==> src/rtl/dff_write_arbiter.sv <==
// ============================================================================
// Module  : dff_write_arbiter
// Brief   : 4-way round-robin REQ/ACK arbiter writing one shared WIDTH-bit register
// Revision: 1.0
// ============================================================================
`default_nettype none

module dff_write_arbiter #(
    parameter int WIDTH = 8,
    parameter int CNT_W = 8
) (
    input  logic                 CLK,
    input  logic                 RST_N,
    input  logic [3:0]           REQ,
    input  logic [4*WIDTH-1:0]   D_IN,
    output logic [3:0]           ACK,
    output logic [1:0]           GNT_ID,
    output logic [WIDTH-1:0]     Q,
    output logic                 Q_VALID,
    output logic                 BUSY,
    output logic [CNT_W-1:0]     WR_CNT
);

    typedef enum logic [0:0] {
        S_IDLE = 1'b0,
        S_HOLD = 1'b1
    } state_t;

    state_t           r_state;
    logic [1:0]       r_ptr;

    logic [7:0]       w_dbl;
    logic [3:0]       w_rot;
    logic [1:0]       w_off;
    logic [1:0]       w_win;
    logic             w_any;
    logic [WIDTH-1:0] w_slice [4];

    genvar gi;
    generate
        for (gi = 0; gi < 4; gi++) begin : g_slice
            assign w_slice[gi] = D_IN[gi*WIDTH +: WIDTH];
        end
    endgenerate

    // Rotate requests so bit 0 is the pointer position; lowest set bit is the winner offset.
    assign w_dbl = {REQ, REQ} >> r_ptr;
    assign w_rot = w_dbl[3:0];
    assign w_any = |REQ;

    always_comb begin
        w_off = 2'd0;
        if (w_rot[0])      w_off = 2'd0;
        else if (w_rot[1]) w_off = 2'd1;
        else if (w_rot[2]) w_off = 2'd2;
        else if (w_rot[3]) w_off = 2'd3;
    end

    assign w_win = r_ptr + w_off;
    assign BUSY  = (r_state == S_HOLD);

    always_ff @(posedge CLK or negedge RST_N) begin
        if (!RST_N) begin
            r_state <= S_IDLE;
            r_ptr   <= 2'd0;
            ACK     <= 4'd0;
            GNT_ID  <= 2'd0;
            Q       <= '0;
            Q_VALID <= 1'b0;
            WR_CNT  <= '0;
        end else begin
            case (r_state)
                S_IDLE: begin
                    if (w_any) begin
                        Q       <= w_slice[w_win];
                        GNT_ID  <= w_win;
                        ACK     <= 4'b0001 << w_win;
                        r_ptr   <= w_win + 2'd1;
                        Q_VALID <= 1'b1;
                        WR_CNT  <= WR_CNT + 1'b1;
                        r_state <= S_HOLD;
                    end
                end
                S_HOLD: begin
                    // Only the grantee's request line can close the transaction.
                    if (!REQ[GNT_ID]) begin
                        ACK     <= 4'd0;
                        r_state <= S_IDLE;
                    end
                end
                default: r_state <= S_IDLE;
            endcase
        end
    end

endmodule

`default_nettype wire

==> config.mk <==
export PLATFORM = sky130hd
export DESIGN_NAME = dff_write_arbiter
export DESIGN_NICKNAME = d
export VERILOG_FILES = /design/src/rtl/dff_write_arbiter.sv
export SDC_FILE = /design/constraint.sdc
export NUM_CORES = 1
export LEC_CHECK = 0
export BUFFER_PORTS_ARGS = -buffer_cell sky130_fd_sc_hd__buf_2
export CAP_MARGIN = 10
export CELL_PAD_IN_SITES_DETAIL_PLACEMENT = 1
export CELL_PAD_IN_SITES_GLOBAL_PLACEMENT = 2
export CORE_UTILIZATION = 30
export CTS_BUF_LIST = sky130_fd_sc_hd__clkbuf_8
export DETAILED_ROUTE_END_ITERATION = 10
export HOLD_SLACK_MARGIN = 0.03
export PLACE_DENSITY = 0.93
export SYNTH_ARGS = -nofsm -noshare
export SYNTH_HDL_FRONTEND = slang
export SYNTH_SLANG_ARGS = --single-unit
export TNS_END_PERCENT = 20
==> constraint.sdc <==
create_clock -name CLK -period 3.4 [get_ports CLK]
set_input_delay 0.51 -clock CLK [delete_from_list [all_inputs] [get_ports CLK]]
set_output_delay 0.51 -clock CLK [all_outputs]
set_load 0.005 [all_outputs]
== Word level (Yosys, flattened, before mapping) ==
Cells that the tools add are included.

* Bits of input ports: 38
* Register bits after elaboration: 26

* Bitwise operators: 2
* Muxes and demuxes: 15
* Add/sub/neg operators: 3
* Equal/unequal tests: 2
* Order comparisons: 2
* Reduce and logical (&&, ||, !) cells: 3
* Shifts and indexed selects: 2

{| class="wikitable"
|+ Operator list
! kind !! count
|-
| $bmux 8 s2 || 1
|-
| $mux 8 || 2
|-
| $add 8x1->8 const B || 1
|-
| $mux 2 || 4
|-
| $mux 4 || 2
|-
| $pmux 4 s2 || 1
|-
| $shr 8x2->4 || 1
|-
| $ne 2x2->1 const B || 2
|-
| $reduce_and 2->1 || 2
|-
| $reduce_or 4->1 || 1
|-
| $shl 1x2->4 const A || 1
|-
| $ge 3x3->1 const B || 1
|-
| $lt 2x3->1 const B || 1
|-
| $mux 1 || 3
|-
| $not 2->3 || 1
|-
| $add 2x1->2 const B || 1
|-
| $add 2x2->2 || 1
|-
| $bmux 1 s2 || 1
|-
| $pmux 1 s2 || 1
|-
| $not 1->1 || 1
|}

== Logic depth before layout (Yosys ltp) ==
Gate-level depths: netlist of run 1.

* Word-level depth: 10
* Depth in mapped cells: 13
* Depth with buffers taken out: 10

== Worst setup path before layout of run 1 ==
Ideal clock, no wire load.

* Path kind: input -> register
* Start point: input REQ[2]
* End point: register GNT_ID[1]
* Path slack: 0.757 ns
* Cell stages on the path: 13
* Data arrival time: 2.519 ns
* Setup time: 0.125 ns
* Path buffers: 3
* Cells stage by stage: buf_6 -> nand2_1 -> a21oi_1 -> o22ai_1 -> o21a_1 -> ha_1 -> xnor2_1 -> inv_1 -> or4_1 -> buf_4 -> and2_4 -> buf_6 -> mux2_2

* Word-level cells in the longest chain between the ends: 6
* Elaborated cells between the ends (all ways): 8
* Those cells by class: add/sub: 1; shift: 1; mux: 4; reduce/logical: 2

{| class="wikitable"
|+ RTL lines
! what !! line !! source
|-
| start: declaration || 14 || <nowiki>input logic [3:0] REQ,</nowiki>
|-
| $shr 8x2->4 || 47 || <nowiki>assign w_dbl = {REQ, REQ} >> r_ptr;</nowiki>
|-
| $mux 2 || 56 || <nowiki>else if (w_rot[3]) w_off = 2'd3;</nowiki>
|-
| $mux 2 || 55 || <nowiki>else if (w_rot[2]) w_off = 2'd2;</nowiki>
|-
| $mux 2 || 54 || <nowiki>else if (w_rot[1]) w_off = 2'd1;</nowiki>
|-
| $mux 2 || 53 || <nowiki>if (w_rot[0]) w_off = 2'd0;</nowiki>
|-
| $add 2x2->2 || 59 || <nowiki>assign w_win = r_ptr + w_off;</nowiki>
|-
| end signal: assignment || 76 || <nowiki>GNT_ID <= w_win;</nowiki>
|-
| end: declaration || 17 || <nowiki>output logic [1:0] GNT_ID,</nowiki>
|}

Parallel ways exist; a longest one is shown, timed or not.
A chain may end at the register's enable or synchronous reset.

== Worst setup path in the final report of run 1 ==
* Start point: register r_ptr[1]
* End point: register GNT_ID[1]

* Word-level cells in the longest chain between the ends: 6

{| class="wikitable"
|+ RTL lines
! what !! line !! source
|-
| start: declaration || 30 || <nowiki>logic [1:0] r_ptr;</nowiki>
|-
| start signal: assignment || 78 || <nowiki>r_ptr <= w_win + 2'd1;</nowiki>
|-
| $shr 8x2->4 || 47 ||
|-
| $mux 2 || 56 ||
|-
| $mux 2 || 55 ||
|-
| $mux 2 || 54 ||
|-
| $mux 2 || 53 ||
|-
| $add 2x2->2 * || 59 ||
|}

Every way passes the cells marked *; elsewhere a longest branch is shown, timed or not.

==> results.sh, run 1 <==
export IMPL_final_cells=271
export IMPL_cap_violations=0
export IMPL_grt_pass1_vias=1441
export IMPL_antenna_cells=0
export IMPL_grt_pass1_wl_um=6465
export IMPL_cts_sinks=26
export IMPL_required_ns=3.57
export IMPL_slowest_delay_ns=0.58
export IMPL_holdCritPathClass="in2async"
export IMPL_antenna_left=0
export IMPL_syn_area_per_cell_sq_um=10.71
export IMPL_regArea_sq_um=650.6
export IMPL_syn_inst=146
export IMPL_ios=62
export IMPL_post_cts_resized=0
export IMPL_dp_hpwl_um=2931
export IMPL_worstPathCellList="nand2_1 > a21oi_1 > o22ai_1 > o21a_1 > ha_1 > xnor2_1 > inv_1 > or4_1 > and2_4 > mux2_2"
export IMPL_dr_pass1_iters=3
export IMPL_synth_seq_area_share_pct=41.60
export IMPL_root_buffer="clkbuf_8"
export IMPL_vias=1356
export IMPL_synth_nets=186
export IMPL_layout_min_cycle_time_ns=2.721
export IMPL_cp_slowest_cell="or4_1"
export IMPL_detail_route_iter0_violations=25
export IMPL_wl_per_cell_um=14.38
export IMPL_fmax_mhz=367.6
export IMPL_worstRegToRegCells=10
export IMPL_drcViolationCount=0
export IMPL_mostFrequentLayoutCells="buf_2, dfrtp_1, nand2_1"
export IMPL_power_density_mw_per_mm2=1010
export IMPL_relSlewSlack_pct=33.69
export IMPL_die_height_um=74.21
export IMPL_ys_async_sr_fraction_pct=100.0
export IMPL_ys_seq_elements=26
export IMPL_clock_latency_ns=0.28
export IMPL_cts_max_path_buffers=2
export IMPL_die_area_sq_mm=0.005506
export IMPL_critical_path_top_delay_family="simple AND/OR/NAND/NOR gates"
export IMPL_nFillCells=593
export IMPL_multi_input_area_sq_um=852.1
export IMPL_cts_buffers=3
export IMPL_arrival_ns=2.89
export IMPL_overflow=0
export IMPL_grtUsageTotal_pct=15.23
export IMPL_crit_buf_inv=1
export IMPL_skew_ns=0.006437
export IMPL_outcome="finished, final reports clean"
export IMPL_cp_start_kind="register"
export IMPL_critPathCaptureType="register"
export IMPL_max_vdd_ir_drop_mv=0.3459
export IMPL_antenna_found_initial=0
export IMPL_slew_viol_final=0
export IMPL_hold_viol_final=0
export IMPL_cts_tree="built"
export IMPL_syn_area_sq_mm=0.001564
export IMPL_synth_edff_count=0
export IMPL_grt_max_degree=27
export IMPL_drt_total_wl_um=3898
export IMPL_setup_tns_ns=0
export IMPL_post_cts_buffers=0
export IMPL_htreeDepth=1
export IMPL_drive_gt1_share_pct=43.63
export IMPL_mostFrequentLayoutCell="buf_2"
export IMPL_dp_cells=267
export IMPL_die_w_um=74.21
export IMPL_fp_coreArea_sq_mm=0.004880
export IMPL_std_cell_rows=25
export IMPL_port_buffers=61
export IMPL_ctsHoldBuffers=0
export IMPL_p_leak_nw=0.9204
export IMPL_gp_congestion=0.7243
export IMPL_synth_distinct_cells=41
export IMPL_yosysWarnings=0
export IMPL_via_per_inst=5.004
export IMPL_tightest_slew_ns=0.9910
export IMPL_critical_path_class="reg2reg"
export IMPL_rsz0062_at_grt="no"
export IMPL_nets=245
export IMPL_cp_num_cells=10
export IMPL_initial_core_util_pct=32.05
export IMPL_synth_top_flop_cell="dfrtp_1"
export IMPL_cts_clk_slew_worst_paths_ns=0.10
export IMPL_finalCritPeriodShare_pct=80.02
export IMPL_syn2layout_area_growth_pct=26.96
export IMPL_crit_fanout=13
export IMPL_setup_viol=0
## worst paths after layout
kind,startpoint,slack (ns),to
min,RST_N,0.22,WR_CNT[4]$_DFFE_PN0P_
min in group CLK,WR_CNT[7]$_DFFE_PN0P_,0.48,WR_CNT[7]$_DFFE_PN0P_
max reg2reg,r_ptr[1]$_DFFE_PN0P_,0.68,GNT_ID[1]$_DFFE_PN0P_
min reg2reg,WR_CNT[7]$_DFFE_PN0P_,0.48,WR_CNT[7]$_DFFE_PN0P_
max in group asynchronous,RST_N,2.78,Q[4]$_DFFE_PN0P_
max,r_ptr[1]$_DFFE_PN0P_,0.68,GNT_ID[1]$_DFFE_PN0P_
## report_power, final
part / internal (mW) / switching (mW)
Combinational: 0.562 / 0.611
Sequential: 0.443 / 0.129
Clock: 0.158 / 0.103
## worst register-to-register path: stages, from the launching register on
cell and delay (ns):
dfrtp_1 0.51, nand2_1 0.09, a21oi_1 0.16, o22ai_1 0.09, o21a_1 0.17, ha_1 0.21
xnor2_1 0.15, inv_1 0.08, or4_1 0.58, and2_4 0.30, mux2_2 0.27
## registers in the layout, summed over array words and instances, names as in the netlist
signal   cells
GNT_ID       2
WR_CNT       8
BUSY         1
r_ptr        2
ACK          4
Q_VALID      1
Q            8
## final cells by class
| cell class | instances | area share, % |
|---|---|---|
| sequential | 26 | 32.77 |
| timing repair buffer | 63 | 16.13 |
| clock buffer | 3 | 2.079 |
| tap | 67 | 4.222 |
| inverter | 2 | 0.3781 |
| multi-input combinational | 109 | 42.91 |
| clock inverter | 1 | 1.512 |
## cell families (layout without fill, tap and decap cells)
| logic type | Yosys count | after routing | synth area share (%) |
|---|---|---|---|
| AO/OA/AOI/OAI | 24 | 24 | 15.04 |
| multiplexers | 19 | 19 | 13.68 |
| adder cells (fa/ha/maj) | 2 | 2 | 1.600 |
| buffers and inverters | 11 | 69 | 3.919 |
| AND/OR/NAND/NOR | 54 | 54 | 18.56 |
| flip-flops | 26 | 26 | 41.60 |
| XOR/XNOR | 10 | 10 | 5.600 |
## metal layers
metal  vias to the layer above  track usage (%)  routed length, um
met1                       647            18.86               1785
met2                        46            26.77               1879
met5                         -                0                  0
met3                         4            2.981                194
li1                        659                -                  -
met4                         0            4.487                 39
## Yosys cell counts (2+ instances only)
| cell | count | area share, % |
|---|---|---|
| ha_1 | 2 | 1.6 |
| nor2_1 | 2 | 0.48 |
| dfrtp_1 | 26 | 42 |
| nor4_1 | 2 | 0.80 |
| o21a_1 | 3 | 1.4 |
| xnor2_1 | 10 | 5.6 |
| nor2b_1 | 2 | 0.80 |
| inv_1 | 2 | 0.48 |
| o311ai_2 | 4 | 4.2 |
| nand4_1 | 11 | 4.4 |
| or3b_2 | 2 | 1.1 |
| a21oi_1 | 2 | 0.64 |
| o21ai_0 | 3 | 0.96 |
| nand2b_1 | 2 | 0.80 |
| o311ai_1 | 3 | 1.7 |
| nand2_1 | 24 | 5.8 |
| mux2_2 | 9 | 6.5 |
| nor3_1 | 2 | 0.64 |
| clkbuf_1 | 4 | 0.96 |
| buf_6 | 2 | 1.4 |
| mux2i_1 | 9 | 5.8 |
## per-stage QoR
stage / hold slack, ns / cell area, sq um / util [%] / setup WS, ns / power [mW]
after floorplan: 0.2144 / 1564 / - / 0.7568 / 1.459
after global placement: 0.4452 / 1914 / 39.23 / 0.5587 / 1.731
after detailed placement: 0.4659 / 1914 / 39.23 / 0.4959 / 1.767
after CTS: 0.2493 / 1986 / 40.69 / 0.6807 / 2.038
after global routing: 0.2672 / 1986 / 40.69 / 0.4937 / 2.156
final: 0.2243 / 1986 / 40.69 / 0.6794 / 2.006
Power figures use the tool's default switching activity.
==> run 2: changes to the inputs <==
==> constraint.sdc (replaced) <==
create_clock -name CLK -period 2.8 [get_ports CLK]
set_input_delay 0.42 -clock CLK [delete_from_list [all_inputs] [get_ports CLK]]
set_output_delay 0.42 -clock CLK [all_outputs]
set_load 0.005 [all_outputs]
==> run 2 against run 1 <==
Against the previous run:
- flip-flop and latch count is the same
- sequential share of layout area about the same
- clock skew shrank 0.0049 ns
- routed wire length decreased by 1.7%
- setup slack worse by 0.40 ns
- core utilization is essentially flat
- via count increased by 0.81%
- clock power down 7%
- hold slack got worse by 0.091 ns
- global-route usage decreased by 0.26 points
- first-iteration DRC count rose by 68%
- largest power group unchanged
==> results.sh, run 2 (synthesized netlist as in run 1, its figures left out) <==
export IMPL_outcome="finished, final reports clean"
export IMPL_postLayoutCoreUtil_pct=40.67
export IMPL_overflow=0
export IMPL_setup_viol=0
export IMPL_tightest_slew_ns=1.029
export IMPL_setup_tns_ns=0
export IMPL_setup_slack_ns=0.2808
export IMPL_rr_startpoint="r_ptr[1]$_DFFE_PN0P_"
export IMPL_stdcell_area_sq_mm=0.001984
export IMPL_detail_route_iter0_violations=42
export IMPL_critPathCaptureType="register"
export IMPL_root_buffer="clkbuf_8"
export IMPL_grt_pass1_vias=1398
export IMPL_crit_buf_inv=1
export IMPL_gp_congestion=0.7219
export IMPL_wl_met2_um=1773
export IMPL_rsz0062_at_grt="no"
export IMPL_worstRegToRegCells=10
export IMPL_hold_viol_final=0
export IMPL_dr_pass1_iters=4
export IMPL_post_cts_resized=0
export IMPL_wl_per_cell_um=14.04
export IMPL_cts_buffers=3
export IMPL_critical_path_endpoint="Q[0]$_DFFE_PN0P_"
export IMPL_std_cell_rows=25
export IMPL_required_ns=2.97
export IMPL_drcViolationCount=0
export IMPL_critical_path_class="reg2reg"
export IMPL_crit_fanout=13
export IMPL_max_vdd_ir_drop_mv=0.4004
export IMPL_layout_min_cycle_time_ns=2.519
export IMPL_cp_slowest_cell="dfrtp_1"
export IMPL_largestRegisters="Q: 8 flops, WR_CNT: 8 flops, ACK: 4 flops"
export IMPL_mostFrequentLayoutCells="buf_2, dfrtp_1, nand2_1"
export IMPL_fmax_mhz=396.9
export IMPL_via_per_inst=5.007
export IMPL_mostFrequentLayoutCell="buf_2"
export IMPL_relSlewSlack_pct=31.17
export IMPL_antenna_cells=0
export IMPL_cp_start_kind="register"
export IMPL_ios=62
export IMPL_grt_max_degree=27
export IMPL_htreeDepth=1
export IMPL_slowest_delay_ns=0.53
export IMPL_drive_gt1_share_pct=44.17
export IMPL_m1WireLength_um=1807
export IMPL_die_w_um=74.21
export IMPL_die_area_sq_mm=0.005506
export IMPL_antenna_left=0
export IMPL_grt_pass1_wl_um=6417
export IMPL_drt_total_wl_um=3832
export IMPL_holdCritPathClass="in2async"
export IMPL_dp_hpwl_um=2932
export IMPL_arrival_ns=2.69
export IMPL_cts_tree="built"
export IMPL_skew_ns=0.001497
export IMPL_cts_max_path_buffers=2
export IMPL_cts_sinks=26
export IMPL_placed_area_sq_mm=0.001929
export IMPL_top_layer="met4"
export IMPL_ctsHoldBuffers=0
export IMPL_critical_path_top_delay_family="simple AND/OR/NAND/NOR gates"
export IMPL_reg2reg_slack_ns=0.28
export IMPL_grtUsageTotal_pct=14.97
export IMPL_r2r_end="Q[0]$_DFFE_PN0P_"
export IMPL_dr_wl_met3_um=226
export IMPL_cts_clk_slew_worst_paths_ns=0.09
export IMPL_finalCritPeriodShare_pct=89.97
export IMPL_nets=247
export IMPL_fp_coreArea_sq_mm=0.004880
export IMPL_clock_latency_ns=0.27
export IMPL_slew_viol_final=0
export IMPL_startpoint="r_ptr[1]$_DFFE_PN0P_"
export IMPL_cp_num_cells=10
export IMPL_worstPathCellList="nand2_1 > a21oi_1 > o211ai_1 > o21a_1 > ha_1 > xnor2_1 > inv_1 > or4_1 > and2_4 > o311ai_1"
export IMPL_initial_core_util_pct=32.05
export IMPL_port_buffers=61
export IMPL_antenna_found_initial=0
export IMPL_cap_violations=0
export IMPL_p_leak_nw=0.9235
export IMPL_die_height_um=74.21
export IMPL_post_place_ws_ns=0.1632
export IMPL_post_cts_buffers=0
export IMPL_power_density_mw_per_mm2=1189
export IMPL_syn2layout_area_growth_pct=26.88
export IMPL_vias=1367
-- run 2: cell types whose count changed in the layout (fill, tap and decap cells not counted), sizes merged --
cell / change
clkbuf: +1
bufinv: -1
buf: +2
-- run 2: metrics by stage --
step	std cells	hold slack [ns]	total power, mW
floorplan	146	0.1244	1.772
global placement	269	0.4516	2.114
detailed placement	269	0.4567	2.153
CTS	273	0.1533	2.409
global route	273	0.1880	2.568
finish	273	0.1333	2.360
-- run 2: power by group --
part / switching, mW / internal (mW)
logic: 0.725 / 0.694
clock network: 0.119 / 0.126
registers: 0.159 / 0.538
total: 1.00 / 1.36
-- run 2: worst min path at each step --
stage / to / slack, ns / cells after the start
4_1_cts: WR_CNT[3]$_DFFE_PN0P_ / 0.15 / 1
5_1_grt: WR_CNT[3]$_DFFE_PN0P_ / 0.19 / 1
6_report: WR_CNT[3]$_DFFE_PN0P_ / 0.13 / 1
2_1_floorplan: ACK[0]$_DFFE_PN0P_ / 0.12 / 0
3_5_place_dp: WR_CNT[4]$_DFFE_PN0P_ / 0.46 / 1
3_3_place_gp: WR_CNT[3]$_DFFE_PN0P_ / 0.45 / 1
-- run 2: layout make-up --
type	count	area, sq um
fillers	590	2895
multi-input cells	109	852.1
flip-flops and latches	26	650.6
repair buffers	65	335.3
well taps	67	83.83
clock buffers	4	55.05
inverters	2	7.507
-- run 2: routing by layer --
metal	vias to the layer above	global-route usage, %
met5	-	0
met4	0	3.205
met3	2	2.304
met2	46	25.76
met1	663	19.86
li1	656	-
